--- src/rtl/mycpu_pkg.sv ---
// Shared CPU definitions: exception codes, the write-back queue entry layout
// and the width of the WS->RF bus.
package mycpu_pkg;

  localparam int XLEN = 32;

  localparam logic [4:0] NO_EX = 5'h1F;
  localparam logic [4:0] INT   = 5'h00;

  // {we, waddr, wdata}
  localparam int WS_TO_RF_BUS_WD = 1 + 5 + XLEN;

  typedef struct packed {
    logic [XLEN-1:0] pc;
    logic            we;
    logic [4:0]      dest;
    logic [XLEN-1:0] result;
    logic [4:0]      exc;
    logic            slot;
    logic            eret;
    logic            mfc0;
    logic [XLEN-1:0] badvaddr;
  } wb_entry_t;

  // EPC points at the branch when the faulting instruction sits in its delay slot.
  function automatic logic [XLEN-1:0] epc_of(input wb_entry_t e);
    logic [XLEN-1:0] epc;
    if (e.slot) begin
      epc = e.pc - 32'd4;
    end else begin
      epc = e.pc;
    end
    return epc;
  endfunction

endpackage

--- src/rtl/wb_fwd_match.sv ---
// Youngest-match search for one forwarding port. Slots are visited from the
// head (oldest) toward the tail so a later match overrides an earlier one.
module wb_fwd_match
  import mycpu_pkg::*;
#(
  parameter int DEPTH  = 4,
  parameter int PTR_W  = 2,
  parameter int DATA_W = 32
) (
  input  logic [DEPTH-1:0]        match_en,
  input  logic [DEPTH*5-1:0]      dest,
  input  logic [DEPTH*DATA_W-1:0] result,
  input  logic [DEPTH-1:0]        mfc0,
  input  logic [PTR_W-1:0]        head_ptr,
  input  logic [4:0]              raddr,
  output logic                    hit,
  output logic [DATA_W-1:0]       data,
  output logic                    stall
);

  logic [PTR_W-1:0] idx_s;

  // Age-ordered scan; register 0 is hardwired and never forwarded.
  always_comb begin
    hit   = 1'b0;
    data  = {DATA_W{1'b0}};
    stall = 1'b0;
    idx_s = head_ptr;
    for (int i = 0; i < DEPTH; i++) begin
      idx_s = head_ptr + PTR_W'(i);
      if (match_en[idx_s] && (dest[idx_s*5 +: 5] == raddr) && (raddr != 5'd0)) begin
        hit   = 1'b1;
        data  = result[idx_s*DATA_W +: DATA_W];
        stall = mfc0[idx_s];
      end else begin
        hit   = hit;
        data  = data;
        stall = stall;
      end
    end
  end

endmodule

--- src/rtl/wb_retire_queue.sv ---
// In-order write-back retire queue with precise exceptions/ERET at the head,
// full flush, and youngest-match forwarding to decode.
// Optional trace ports are enabled with the WB_TRACE_EN macro.
module wb_retire_queue
  import mycpu_pkg::*;
#(
  parameter int DEPTH   = 4,
  parameter int DATA_W  = 32,
  parameter int NUM_FWD = 2
) (
  input  logic                      clk,
  input  logic                      resetn,
  input  logic                      ms_to_ws_valid,
  output logic                      ws_allowin,
  input  logic [DATA_W-1:0]         in_pc,
  input  logic                      in_we,
  input  logic [4:0]                in_dest,
  input  logic [DATA_W-1:0]         in_result,
  input  logic [4:0]                in_exc,
  input  logic                      in_slot,
  input  logic                      in_eret,
  input  logic                      in_mfc0,
  input  logic [DATA_W-1:0]         in_badvaddr,
  input  logic                      int_pending,
  input  logic                      rf_ready,
  output logic                      rf_we,
  output logic [4:0]                rf_waddr,
  output logic [DATA_W-1:0]         rf_wdata,
  output logic                      ex_valid,
  output logic [4:0]                ex_code,
  output logic [DATA_W-1:0]         ex_epc,
  output logic [DATA_W-1:0]         ex_badvaddr,
  output logic                      ex_bd,
  output logic                      eret_valid,
  input  logic [NUM_FWD*5-1:0]      fwd_raddr,
  output logic [NUM_FWD-1:0]        fwd_hit,
  output logic [NUM_FWD*DATA_W-1:0] fwd_data,
  output logic [NUM_FWD-1:0]        fwd_stall,
`ifdef WB_TRACE_EN
  output logic [DATA_W-1:0]         debug_wb_pc,
  output logic [3:0]                debug_wb_rf_wen,
  output logic [4:0]                debug_wb_rf_wnum,
  output logic [DATA_W-1:0]         debug_wb_rf_wdata,
`endif
  output logic [$clog2(DEPTH):0]    occupancy
);

  localparam int PTR_W = $clog2(DEPTH);
  localparam int CNT_W = PTR_W + 1;

  wb_entry_t             entries_r [DEPTH];
  logic [DEPTH-1:0]      valid_r;
  logic [PTR_W-1:0]      head_r;
  logic [PTR_W-1:0]      tail_r;
  logic [CNT_W-1:0]      count_r;

  wb_entry_t             in_entry_s;
  wb_entry_t             head_s;
  logic                  head_valid_s;
  logic                  exc_take_s;
  logic                  int_take_s;
  logic                  eret_take_s;
  logic                  retire_s;
  logic                  push_s;
  logic                  pop_s;
  logic                  flush_s;
  logic                  rf_we_s;
  logic [4:0]            rf_waddr_s;
  logic [DATA_W-1:0]     rf_wdata_s;
  logic [WS_TO_RF_BUS_WD-1:0] ws_to_rf_bus_s;

  logic [DEPTH-1:0]        fwd_en_s;
  logic [DEPTH*5-1:0]      dest_flat_s;
  logic [DEPTH*DATA_W-1:0] result_flat_s;
  logic [DEPTH-1:0]        mfc0_flat_s;

  // Pack the incoming MEM-stage instruction into a queue entry.
  always_comb begin
    in_entry_s          = '0;
    in_entry_s.pc       = in_pc;
    in_entry_s.we       = in_we;
    in_entry_s.dest     = in_dest;
    in_entry_s.result   = in_result;
    in_entry_s.exc      = in_exc;
    in_entry_s.slot     = in_slot;
    in_entry_s.eret     = in_eret;
    in_entry_s.mfc0     = in_mfc0;
    in_entry_s.badvaddr = in_badvaddr;
  end

  // Head decision: interrupt/exception beat ERET, which beats a normal retire.
  always_comb begin
    head_s       = entries_r[head_r];
    head_valid_s = (count_r != {CNT_W{1'b0}});
    exc_take_s   = head_valid_s && (head_s.exc != NO_EX);
    int_take_s   = head_valid_s && int_pending && (head_s.exc == NO_EX) && !head_s.eret;
    eret_take_s  = head_valid_s && head_s.eret && !exc_take_s && !int_take_s;
    retire_s     = head_valid_s && !exc_take_s && !int_take_s && !eret_take_s;
    pop_s        = retire_s && (!head_s.we || rf_ready);
    rf_we_s      = retire_s && head_s.we && rf_ready && (head_s.dest != 5'd0);
    flush_s      = exc_take_s || int_take_s || eret_take_s;
    ws_allowin   = (count_r < CNT_W'(DEPTH)) && !flush_s;
    push_s       = ms_to_ws_valid && ws_allowin;
  end

  // Exception/ERET outputs stay quiet unless the head actually traps.
  always_comb begin
    ex_valid    = exc_take_s || int_take_s;
    eret_valid  = eret_take_s;
    ex_bd       = 1'b0;
    ex_epc      = {DATA_W{1'b0}};
    ex_badvaddr = {DATA_W{1'b0}};
    if (exc_take_s) begin
      ex_code = head_s.exc;
    end else if (int_take_s) begin
      ex_code = INT;
    end else begin
      ex_code = NO_EX;
    end
    if (ex_valid) begin
      ex_bd       = head_s.slot;
      ex_epc      = epc_of(head_s);
      ex_badvaddr = head_s.badvaddr;
    end else begin
      ex_bd       = 1'b0;
    end
  end

  // RF write port driven from the head only when it really writes.
  always_comb begin
    rf_waddr_s = 5'd0;
    rf_wdata_s = {DATA_W{1'b0}};
    if (rf_we_s) begin
      rf_waddr_s = head_s.dest;
      rf_wdata_s = head_s.result;
    end else begin
      rf_waddr_s = 5'd0;
    end
  end

  assign ws_to_rf_bus_s = {rf_we_s, rf_waddr_s, rf_wdata_s};
  assign {rf_we, rf_waddr, rf_wdata} = ws_to_rf_bus_s;
  assign occupancy = count_r;

  // Queue control state: pointers, count and per-slot valids.
  always_ff @(posedge clk or negedge resetn) begin
    if (!resetn) begin
      head_r  <= {PTR_W{1'b0}};
      tail_r  <= {PTR_W{1'b0}};
      count_r <= {CNT_W{1'b0}};
      valid_r <= {DEPTH{1'b0}};
    end else if (flush_s) begin
      head_r  <= {PTR_W{1'b0}};
      tail_r  <= {PTR_W{1'b0}};
      count_r <= {CNT_W{1'b0}};
      valid_r <= {DEPTH{1'b0}};
    end else begin
      if (push_s) begin
        tail_r          <= tail_r + PTR_W'(1'b1);
        valid_r[tail_r] <= 1'b1;
      end
      if (pop_s) begin
        head_r          <= head_r + PTR_W'(1'b1);
        valid_r[head_r] <= 1'b0;
      end
      count_r <= count_r + CNT_W'(push_s) - CNT_W'(pop_s);
    end
  end

  // Entry payload storage; qualified by valid_r so it needs no reset.
  always_ff @(posedge clk) begin
    if (push_s) begin
      entries_r[tail_r] <= in_entry_s;
    end
  end

  // Flatten the fields the forwarding search needs.
  always_comb begin
    fwd_en_s      = {DEPTH{1'b0}};
    dest_flat_s   = {(DEPTH*5){1'b0}};
    result_flat_s = {(DEPTH*DATA_W){1'b0}};
    mfc0_flat_s   = {DEPTH{1'b0}};
    for (int i = 0; i < DEPTH; i++) begin
      fwd_en_s[i]                  = valid_r[i] && entries_r[i].we;
      dest_flat_s[i*5 +: 5]        = entries_r[i].dest;
      result_flat_s[i*DATA_W +: DATA_W] = entries_r[i].result;
      mfc0_flat_s[i]               = entries_r[i].mfc0;
    end
  end

  for (genvar p = 0; p < NUM_FWD; p++) begin : g_fwd
    wb_fwd_match #(
      .DEPTH  (DEPTH),
      .PTR_W  (PTR_W),
      .DATA_W (DATA_W)
    ) u_match (
      .match_en (fwd_en_s),
      .dest     (dest_flat_s),
      .result   (result_flat_s),
      .mfc0     (mfc0_flat_s),
      .head_ptr (head_r),
      .raddr    (fwd_raddr[p*5 +: 5]),
      .hit      (fwd_hit[p]),
      .data     (fwd_data[p*DATA_W +: DATA_W]),
      .stall    (fwd_stall[p])
    );
  end

`ifdef WB_TRACE_EN
  // Trace mirrors the retire; pc follows the head whenever one exists.
  always_comb begin
    debug_wb_rf_wen   = {4{rf_we_s}};
    debug_wb_rf_wnum  = rf_waddr_s;
    debug_wb_rf_wdata = rf_wdata_s;
    if (head_valid_s) begin
      debug_wb_pc = head_s.pc;
    end else begin
      debug_wb_pc = {DATA_W{1'b0}};
    end
  end
`endif

endmodule

--- config.mk ---
export PLATFORM = sky130hd
export DESIGN_NAME = wb_retire_queue
export DESIGN_NICKNAME = d
export VERILOG_FILES = /design/src/rtl/mycpu_pkg.sv /design/src/rtl/wb_fwd_match.sv /design/src/rtl/wb_retire_queue.sv
export SDC_FILE = /design/constraint.sdc
export NUM_CORES = 1
export LEC_CHECK = 0
export ABC_CLOCK_PERIOD_IN_PS = 5400
export CORE_AREA = 2 2 221 223
export DETAILED_ROUTE_END_ITERATION = 7
export DIE_AREA = 0 0 223 225
export PLACE_DENSITY_LB_ADDON = 0.08
export SLEW_MARGIN = 20
export SYNTH_ARGS = -nofsm -noshare
export SYNTH_HDL_FRONTEND = slang
export SYNTH_SLANG_ARGS = --single-unit
--- constraint.sdc ---
create_clock -name clk -period 5.4 [get_ports clk]
set_clock_uncertainty 0.1 [all_clocks]
set_input_delay 1.08 -clock clk [delete_from_list [all_inputs] [get_ports clk]]
set_output_delay 1.08 -clock clk [all_outputs]
set_load 0.01 [all_outputs]
==> results.sh, run 1 <==
export IMPL_drv_slew=0
export IMPL_grt_pass1_wl_um=93610
export IMPL_dieArea_sq_um=50180
export IMPL_p_comb_share_pct=27.0
export IMPL_die_x_um=223
export IMPL_clockBufferDepth=3
export IMPL_finalHoldViolations=0
export IMPL_numClockSinks=451
export IMPL_crit_required_ps=4220
export IMPL_rsz0062_at_grt="true"
export IMPL_firstDrtPassIters=6
export IMPL_drive_above_1_share_pct=23.11
export IMPL_grt_pass1_vias=15489
export IMPL_power_density_nw_per_um2=363.6
export IMPL_cts_buffers=49
export IMPL_stdcell_area_sq_um=29370
export IMPL_preCtsSetupSlack_ps=65.95
export IMPL_portBuffers=306
export IMPL_endpoint_kind="primary output"
export IMPL_finalPower_mw=10.68
export IMPL_layout_nets=1887
export IMPL_grt_max_degree=71
export IMPL_p_int_mw=7.630
export IMPL_worstSetupPathType="flip-flop to primary output"
export IMPL_avgViaCountPerCell=6.230
export IMPL_start_util_pct=49.52
export IMPL_area_growth_pct=24.73
export IMPL_async_flop_share_pct=2.439
export IMPL_yosys_top_cells_area="edfxtp_1, mux4_2, xnor2_1"
export IMPL_p_leak_nw=8.898
export IMPL_dp_hpwl_um=40590
export IMPL_synth_area_sq_um=23550
export IMPL_gr_usage_all_layers_pct=24.68
export IMPL_synth_cells=1438
export IMPL_status="finished clean"
export IMPL_core_sq_um=47550
export IMPL_wl_per_cell_um=25.58
export IMPL_yosysTopAreaCell="edfxtp_1"
export IMPL_place_congestion=0.8482
export IMPL_fill_cells=3479
export IMPL_power_switching_mw=3.047
export IMPL_setup_violations=0
export IMPL_min_path_type="flip-flop to flip-flop"
export IMPL_htreeDepth=2
export IMPL_synth_cell_types=63
export IMPL_cap_violations=0
export IMPL_min_period_over_period_pct=97.97
export IMPL_seqPwrFrac_pct=43.3
export IMPL_synth_edf_count=440
export IMPL_clockPowerShare_pct=29.7
export IMPL_fin_tns_setup_ps=0
export IMPL_cts_root_buf="clkbuf_16"
export IMPL_arrival_ps=4110
export IMPL_boundaryPins=307
export IMPL_use_met2_pct=40.98
export IMPL_synth_main_ff_cell="edfxtp_1"
export IMPL_synth_avg_cell_area_sq_um=16.37
export IMPL_grt_use_met1_pct=31.76
export IMPL_chipHeight_um=225
export IMPL_cts_hold_buf=0
export IMPL_crit_path_max_fanout=25
export IMPL_yosys_area_top_type_share_pct=56.12
export IMPL_cts_clk_slew_worst_paths_ps=60
export IMPL_rows=80
export IMPL_timing_slew_headroom_pct=28.82
export IMPL_antenna_found_initial=9
export IMPL_synth_seq_cells=451
export IMPL_worstMarginPinSlew_ps=1068
export IMPL_syn_nets=1575
export IMPL_ys_seq_area_share_pct=57.29
export IMPL_dr_first_iter_drc_count=1217
export IMPL_swShare_pct=28.54
export IMPL_cts_tree="built"
export IMPL_worst_slack_ps=109.6
export IMPL_grtUsageMet3_pct=6.063
export IMPL_num_vias=15009
export IMPL_place_area_sq_um=27690
export IMPL_grt_busiest_layer="met2"
export IMPL_drt_wl_total_um=61610
export IMPL_synth_warnings=0
export IMPL_clock_latency_ps=580
export IMPL_finalCriticalPeriod_ps=5290
export IMPL_start_kind="flip-flop"
export IMPL_drc=0
export IMPL_ir_drop_v=0.0003270
export IMPL_antenna_left=0
export IMPL_overflow=0
export IMPL_fmax_mhz=189.0
Yosys cell counts (2+ instances only):
| master | instances |
|---|---|
| edfxtp_1 | 440 |
| mux4_2 | 216 |
| nor2_1 | 76 |
| clkbuf_1 | 74 |
| nand2_1 | 59 |
| xnor2_1 | 54 |
| and2_1 | 47 |
| nor2b_1 | 41 |
| nor3_1 | 36 |
| a211oi_1 | 35 |
| nor3b_1 | 35 |
| nand3_1 | 33 |
| o211ai_1 | 32 |
| a31oi_1 | 31 |
| mux2i_1 | 31 |
| buf_2 | 28 |
| inv_1 | 13 |
| xor2_1 | 13 |
| mux4_1 | 12 |
| a21oi_1 | 11 |
| dfrtp_1 | 11 |
| ha_1 | 11 |
| buf_6 | 9 |
| nand4_1 | 8 |
| nor4_2 | 8 |
| buf_4 | 6 |
| or3_1 | 5 |
| or4_1 | 5 |
| nor4_4 | 4 |
| o21ai_0 | 4 |
| or2_2 | 4 |
| a221oi_1 | 3 |
| a311oi_1 | 3 |
| nand3b_1 | 3 |
| nor4_1 | 3 |
| o31ai_1 | 3 |
| buf_1 | 2 |
| nand4_2 | 2 |
| nor2_2 | 2 |
| o21ai_1 | 2 |
metal layers:
metal  routed length, um  up-vias  share of wire (%)
met5                  41        -              0.067
met4                1665        6                2.7
met3                4809      119                7.8
met2               30720      603                 50
met1               24370     7776                 40
li1                    -     6505                  -
layout by cell type, fill, tap and decap left out, types with 32 or more instances in the layout:
cell / instances
a211oi_1: 33
mux4_2: 216
xnor2_1: 53
nor2b_1: 41
nor2_1: 72
o211ai_1: 32
buf_4: 48
clkdlybuf4s50_1: 302
nand2_1: 59
nor3b_1: 35
edfxtp_1: 440
clkbuf_16: 52
and2_1: 42
nor3_1: 36
power groups by stage:
stage	clock [mW]	combinational (mW)	sequential (mW)
6_report	3.17	2.88	4.62
5_1_grt	3.37	3.09	4.66
4_1_cts	3.24	2.91	4.62
3_5_place_dp	0	2.89	4.69
3_3_place_gp	0	2.89	4.65
2_1_floorplan	0	1.52	4.70
logic make-up (layout without fill, tap and decap cells):
family,after synthesis,in the layout,share of synthesized area [%]
AO/OA/AOI/OAI,130,130,3.927
XOR/XNOR,67,67,2.492
adder cells (fa/ha/maj),12,12,0.6696
buffers and inverters,134,483,2.785
flip-flops,451,451,57.29
multiplexers,260,260,23.37
other,0,7,0
AND/OR/NAND/NOR,384,384,9.475
worst paths after layout:
kind,startpoint,endpoint,slack [ps],cells past startpoint
hold / removal,valid_r[1],valid_r[1],510,2
hold reg to reg,valid_r[1],valid_r[1],510,2
max in group asynchronous,resetn,head_r[1],4010,1
min in group asynchronous,resetn,valid_r[3],760,1
setup / recovery,head_r[0],fwd_data[56],110,10
setup reg to reg,head_r[0],occupancy[2],1260,12
critical path, stage by stage (launching register included):
cell and delay (ps):
dfrtp_4 450, buf_8 240, mux4_1 640, xnor2_1 180
nand4_1 180, nor4_2 350, buf_4 220, nor2_4 50
buf_4 200, a211oi_1 370, clkdlybuf4s50_1 620
registers in the layout, summed over array words and instances, names as in the netlist:
| signal | flops |
|---|---|
| valid_r | 4 |
| entries_r | 440 |
| head_r | 2 |
| occupancy | 3 |
| tail_r | 2 |
through the flow:
step | utilization, % | cells | hold slack [ps]
floorplan | - | 1438 | 461.6
global placement | 58.24 | 2310 | 489.3
detailed placement | 58.24 | 2310 | 499.8
CTS | 61.51 | 2401 | 507.6
global route | 61.75 | 2406 | 535.9
finish | 61.77 | 2409 | 512.1
area by class of cell:
cell class              instances  area (sq um)  area share (%)
repair buffers                382          3988           13.58
multi-input cells             853          9525           32.43
clock buffers                  59          1306           4.448
flip-flops and latches        451         13500           45.95
well taps                     615         769.5           2.620
diodes                          7         17.52         0.05965
inverters                      13         48.80          0.1662
clock inverters                29         217.7          0.7413
repair_timing:
| action | 4_1_cts | 5_1_grt |
|---|---|---|
| pin swaps | 2 | 0 |
| setup buffers | 3 | 0 |
| resized for setup | 2 | 18 |
| setup endpoints to repair | 11 | 27 |
| gates cloned | 0 | 1 |
(Power assumes the default switching activity.)
==> inputs of run 2 (changes only) <==
Settings changed: TNS_END_PERCENT from default to 5.
==> run 2 against run 1 <==
Die area unchanged. Register-to-register slack got worse by 30 ps. Core utilization is 0.060 points lower. Hold slack about the same. Worst setup slack worse by 76 ps. Final area barely moved. Critical endpoint is now fwd_data[12]. Power about the same.
==> results.sh, run 2 (same netlist as run 1, synthesis figures left out) <==
export IMPL_finalPower_mw=10.67
export IMPL_cp_num_buf_inv=3
export IMPL_post_route_util_pct=61.71
export IMPL_reg2reg_slack_ps=1230
export IMPL_drc=0
export IMPL_cap_violations=0
export IMPL_antenna_found_initial=9
export IMPL_wl_per_cell_um=25.53
export IMPL_avgViaCountPerCell=6.252
export IMPL_clockBufferDepth=3
export IMPL_fmax_mhz=186.3
export IMPL_dieArea_sq_um=50180
export IMPL_finalCriticalPeriod_ps=5366
export IMPL_crit_start="head_r[0]"
export IMPL_htreeDepth=2
export IMPL_drv_slew=0
export IMPL_slowest_stage="or4_4"
export IMPL_status="finished clean"
export IMPL_min_from="valid_r[1]"
export IMPL_drive_above_1_share_pct=23.00
export IMPL_worstHoldPathCells=2
export IMPL_cts_hold_buf=0
export IMPL_largest_reg_flops=440
export IMPL_worstSetupPathType="flip-flop to primary output"
export IMPL_arrival_ps=4190
export IMPL_crit_path_max_fanout=30
export IMPL_dp_hpwl_um=40590
export IMPL_mostFrequentLayoutCells="edfxtp_1, clkdlybuf4s50_1, mux4_2"
export IMPL_core_sq_um=47550
export IMPL_start_util_pct=49.52
export IMPL_cts_root_buf="clkbuf_16"
export IMPL_portBuffers=306
export IMPL_ir_drop_v=0.0003270
export IMPL_top_register="entries_r"
export IMPL_power_density_nw_per_um2=363.6
export IMPL_slowest_delay_ps=580
export IMPL_p_leak_nw=8.868
export IMPL_rows=80
export IMPL_timing_slew_headroom_pct=27.81
export IMPL_grt_max_degree=71
export IMPL_crit_required_ps=4220
export IMPL_cts_clk_slew_worst_paths_ps=60
export IMPL_cp_top_family="simple AND/OR/NAND/NOR gates"
export IMPL_grt_pass1_vias=15462
export IMPL_dr_first_iter_drc_count=1207
export IMPL_grt_pass1_wl_um=93520
export IMPL_rsz0062_at_grt="true"
export IMPL_worstReg2RegEnd="occupancy[2]"
export IMPL_num_vias=15062
export IMPL_start_kind="flip-flop"
export IMPL_clock_latency_ps=580
export IMPL_place_congestion=0.8482
export IMPL_gr_usage_all_layers_pct=24.67
export IMPL_chipHeight_um=225
export IMPL_reg2reg_from="head_r[0]"
export IMPL_setup_violations=0
export IMPL_die_x_um=223
export IMPL_overflow=0
export IMPL_fill_cells=3485
export IMPL_cts_buffers=49
export IMPL_worstMarginPinSlew_ps=1083
export IMPL_fin_tns_setup_ps=0
export IMPL_hold_end="valid_r[1]"
export IMPL_min_path_type="flip-flop to flip-flop"
export IMPL_preCtsSetupSlack_ps=65.95
export IMPL_area_growth_pct=24.61
export IMPL_cts_tree="built"
export IMPL_drt_wl_total_um=61510
export IMPL_endpoint_kind="primary output"
export IMPL_firstDrtPassIters=5
export IMPL_layout_nets=1887
export IMPL_antenna_left=0
export IMPL_final_common_cell="edfxtp_1"
export IMPL_cp_cell_sequence="inv_1 > ha_4 > mux4_2 > xnor2_1 > nand4_1 > or4_4 > nand3_1 > buf_12 > o211ai_1 > clkdlybuf4s50_1"
export IMPL_min_period_over_period_pct=99.38
export IMPL_boundaryPins=307
export IMPL_finalHoldViolations=0
export IMPL_worst_slack_ps=33.53
export IMPL_reg2reg_depth=12
export IMPL_numClockSinks=451
-- run 2: cell types whose count changed in the layout (fill, tap and decap cells not counted), sizes merged --
cell | before | now
dlymetal6s2s | 4 | 3
clkbuf | 60 | 59
clkdlybuf4s50 | 302 | 303
buf | 75 | 76
-- run 2: worst max path at each step --
stage                           end  cells after the start  slack (ps)
global route           fwd_stall[0]                     10        -120
global placement        fwd_data[9]                     10         110
detailed placement      fwd_data[9]                     10          70
floorplan           entries_r[0][0]                      7         140
CTS                    fwd_data[30]                     10         -30
finish                 fwd_data[12]                     10          30
-- run 2: report_power, final --
group          switching [mW]  internal, mW  total (mW)
registers               0.192          4.43        4.62
logic                    1.54          1.34        2.88
clock network            1.31          1.86        3.17
-- run 2: what timing repair did --
item / in CTS / in global routing
gates cloned: 0 / 0
endpoints found under the setup margin: 11 / 55
pin swaps: 2 / 2
endpoints found under the hold margin: 0 / 0
buffers inserted: 0 / 4
gates resized for setup: 3 / 12
-- run 2: worst register-to-register path: cells and delay by family (launching register included) --
kind            cells  cell delay (ps)
compound gates      1              650
xor+xnor            2              320
fa+ha+maj           3              870
buf+inv             4              960
flops               1              440
mux                 1              660
simple gates        1               50
-- run 2: stage by stage --
stage	std cells	area [sq um]	hold WS, ps
after floorplan	1438	23550	461.6
after global placement	2310	27690	489.3
after detailed placement	2310	27690	499.8
after CTS	2398	29230	507.6
after global routing	2406	29330	535.9
final	2409	29340	511.6
-- run 2: per-layer routing --
layer,vias to the layer above,wire length [um],GRT usage [%]
met2,648,30630,41.14
met1,7780,24000,31.75
met3,122,5183,6.141
li1,6506,-,-
met5,-,41,0
met4,6,1650,8.638
-- run 2: final cells by class --
type | instances | area [sq um] | share of cell area, %
inverter | 13 | 48.80 | 0.1663
clock buffer | 59 | 1306 | 4.452
clock inverter | 29 | 217.7 | 0.7420
tap | 615 | 769.5 | 2.623
multi-input combinational | 853 | 9515 | 32.43
antenna | 7 | 17.52 | 0.05970
sequential | 451 | 13500 | 46.00
timing repair buffer | 382 | 3969 | 13.53
==> inputs of run 3 (changes only) <==
Settings changed: ABC_CLOCK_PERIOD_IN_PS 5400 to 5700, GPL_TIMING_DRIVEN from default to 0.
Clock period 5.4 ns to 5.7 ns, I/O delays scaled along.
==> run 3 against run 2 <==
The flow now finishes with violations (negative setup slack). Die area is the same. Final area grew 1.0%. Power shrank 3.5%. Global-route usage grew 2.2 points. Largest cell class unchanged. Hold slack is essentially flat. Highest routed layer unchanged. Cell count grew 2.2%. Core utilization grew 0.63 points. Flip-flop and latch count is the same. Critical path depth grew 4.
==> results.sh, run 3 (same netlist as run 1, synthesis figures left out) <==
export IMPL_cts_buffers=49
export IMPL_seqPwrFrac_pct=42.6
export IMPL_rsz0062_at_grt="true"
export IMPL_fill_cells=3503
export IMPL_start_kind="flip-flop"
export IMPL_worstMarginPinSlew_ps=986.5
export IMPL_numClockSinks=451
export IMPL_timing_slew_headroom_pct=34.23
export IMPL_cts_hold_buf=0
export IMPL_status="complete, but fails checks"
export IMPL_finalCriticalPeriod_ps=5759
export IMPL_drv_slew=0
export IMPL_layout_nets=1943
export IMPL_worstHoldPathCells=2
export IMPL_cts_clk_slew_worst_paths_ps=60
export IMPL_chipHeight_um=225
export IMPL_fmax_mhz=173.7
export IMPL_power_density_nw_per_um2=347.2
export IMPL_hold_end="tail_r[0]"
export IMPL_crit_path_max_fanout=10
export IMPL_top_register="entries_r"
export IMPL_arrival_ps=4520
export IMPL_grt_max_degree=41
export IMPL_reg2reg_from="head_r[1]"
export IMPL_final_common_cell="edfxtp_1"
export IMPL_die_x_um=223
export IMPL_htreeDepth=2
export IMPL_cap_violations=0
export IMPL_cts_root_buf="clkbuf_16"
export IMPL_antenna_left=0
export IMPL_endpoint_kind="primary output"
export IMPL_swShare_pct=28.69
export IMPL_clock_latency_ps=590
export IMPL_worstSetupPathType="flip-flop to primary output"
export IMPL_worst_slack_ps=-58.52
export IMPL_num_vias=15604
export IMPL_clockBufferDepth=3
export IMPL_finalHoldViolations=0
export IMPL_portBuffers=296
export IMPL_place_congestion=0.8904
export IMPL_overflow=0
export IMPL_min_path_type="flip-flop to flip-flop"
export IMPL_firstDrtPassIters=5
export IMPL_cts_tree="built"
export IMPL_p_comb_share_pct=27.0
export IMPL_dieArea_sq_um=50180
export IMPL_drt_wl_total_um=67050
export IMPL_reg2reg_slack_ps=1520
export IMPL_power_switching_mw=2.953
export IMPL_dr_first_iter_drc_count=1489
export IMPL_clockPowerShare_pct=30.5
export IMPL_avgViaCountPerCell=6.335
export IMPL_area_growth_pct=25.87
export IMPL_p_int_mw=7.338
export IMPL_setup_violations=2
export IMPL_drive_above_1_share_pct=25.48
export IMPL_grt_pass1_vias=16033
export IMPL_gr_usage_all_layers_pct=26.85
export IMPL_min_period_over_period_pct=101.0
export IMPL_crit_required_ps=4460
export IMPL_core_sq_um=47550
export IMPL_drc=0
export IMPL_reg2reg_depth=11
export IMPL_grt_pass1_wl_um=99950
export IMPL_finalPower_mw=10.29
export IMPL_ir_drop_v=0.0002984
export IMPL_crit_start="head_r[0]"
export IMPL_preCtsSetupSlack_ps=-1336
export IMPL_mostFrequentLayoutCells="edfxtp_1, clkdlybuf4s50_1, mux4_2"
export IMPL_violations="negative setup slack"
export IMPL_p_leak_nw=9.446
export IMPL_boundaryPins=307
export IMPL_min_from="tail_r[0]"
export IMPL_largest_reg_flops=440
export IMPL_worstReg2RegEnd="entries_r[1][7]"
export IMPL_dp_hpwl_um=46020
export IMPL_wl_per_cell_um=27.22
export IMPL_start_util_pct=49.52
export IMPL_rows=80
export IMPL_antenna_found_initial=11
-- run 3: how the worst max path moves through the flow --
stage	slack [ps]	end	cells after the start
floorplan	440	entries_r[0][0]	7
global placement	-2400	entries_r[1][19]	8
global route	-270	fwd_data[47]	16
finish	-60	fwd_data[47]	14
CTS	-110	fwd_data[1]	15
detailed placement	-1340	fwd_data[53]	16
-- run 3: what timing repair did --
item	in CTS	in global routing
pin swaps	13	13
buffers inserted	9	2
cloned	0	0
resized for setup	179	43
endpoints found under the setup margin	141	89
-- run 3: layer usage --
metal  vias up  wire length [um]  global-route usage (%)
met2       831             31890                   42.51
met1      7977             26040                   35.10
met4         8              2617                   11.97
met5         -                54                       0
met3       167              6445                   7.249
li1       6621                 -                       -
-- run 3: metrics by stage --
step                hold slack (ps)  instances  util [%]  area [sq um]  setup TNS [ps]
floorplan                     461.6       1438         -         23550               0
global placement              499.0       2349     57.37         27280        -1104060
detailed placement            503.9       2361     57.98         27570          -66790
CTS                           518.6       2454     62.12         29540          -807.6
global route                  565.2       2459     62.31         29630           -2882
finish                        511.2       2463     62.33         29640          -98.50
-- run 3: power by group through the flow --
| stage | Sequential (mW) | Clock (mW) | Combinational [mW] |
|---|---|---|---|
| after floorplan | 4.45 | 0 | 1.44 |
| after global placement | 4.56 | 0 | 2.63 |
| after detailed placement | 4.44 | 0 | 2.76 |
| after CTS | 4.38 | 3.18 | 2.80 |
| after global routing | 4.42 | 3.32 | 2.96 |
| final | 4.38 | 3.14 | 2.77 |
-- run 3: worst max-delay path, cell delays in order, from the launching register on --
cell and delay, ps:
dfrtp_2 410, buf_12 160, buf_12 110, buf_12 140, inv_1 100, ha_1 310, buf_6 140, mux4_2 560
xnor2_1 170, nand4_1 210, nor2_4 300, buf_2 340, nor3_1 120, a211oi_2 260, clkdlybuf4s50_1 570
-- run 3: layout make-up --
class	count	area (sq um)	area share, %
clock buffers	59	1285	4.336
multi-input cells	853	9624	32.47
well taps	615	769.5	2.596
inverters	13	48.80	0.1646
plain buffers	119	839.6	2.833
diodes	7	17.52	0.05910
flip-flops and latches	451	13490	45.51
clock inverters	27	284.0	0.9583
repair buffers	319	3279	11.07
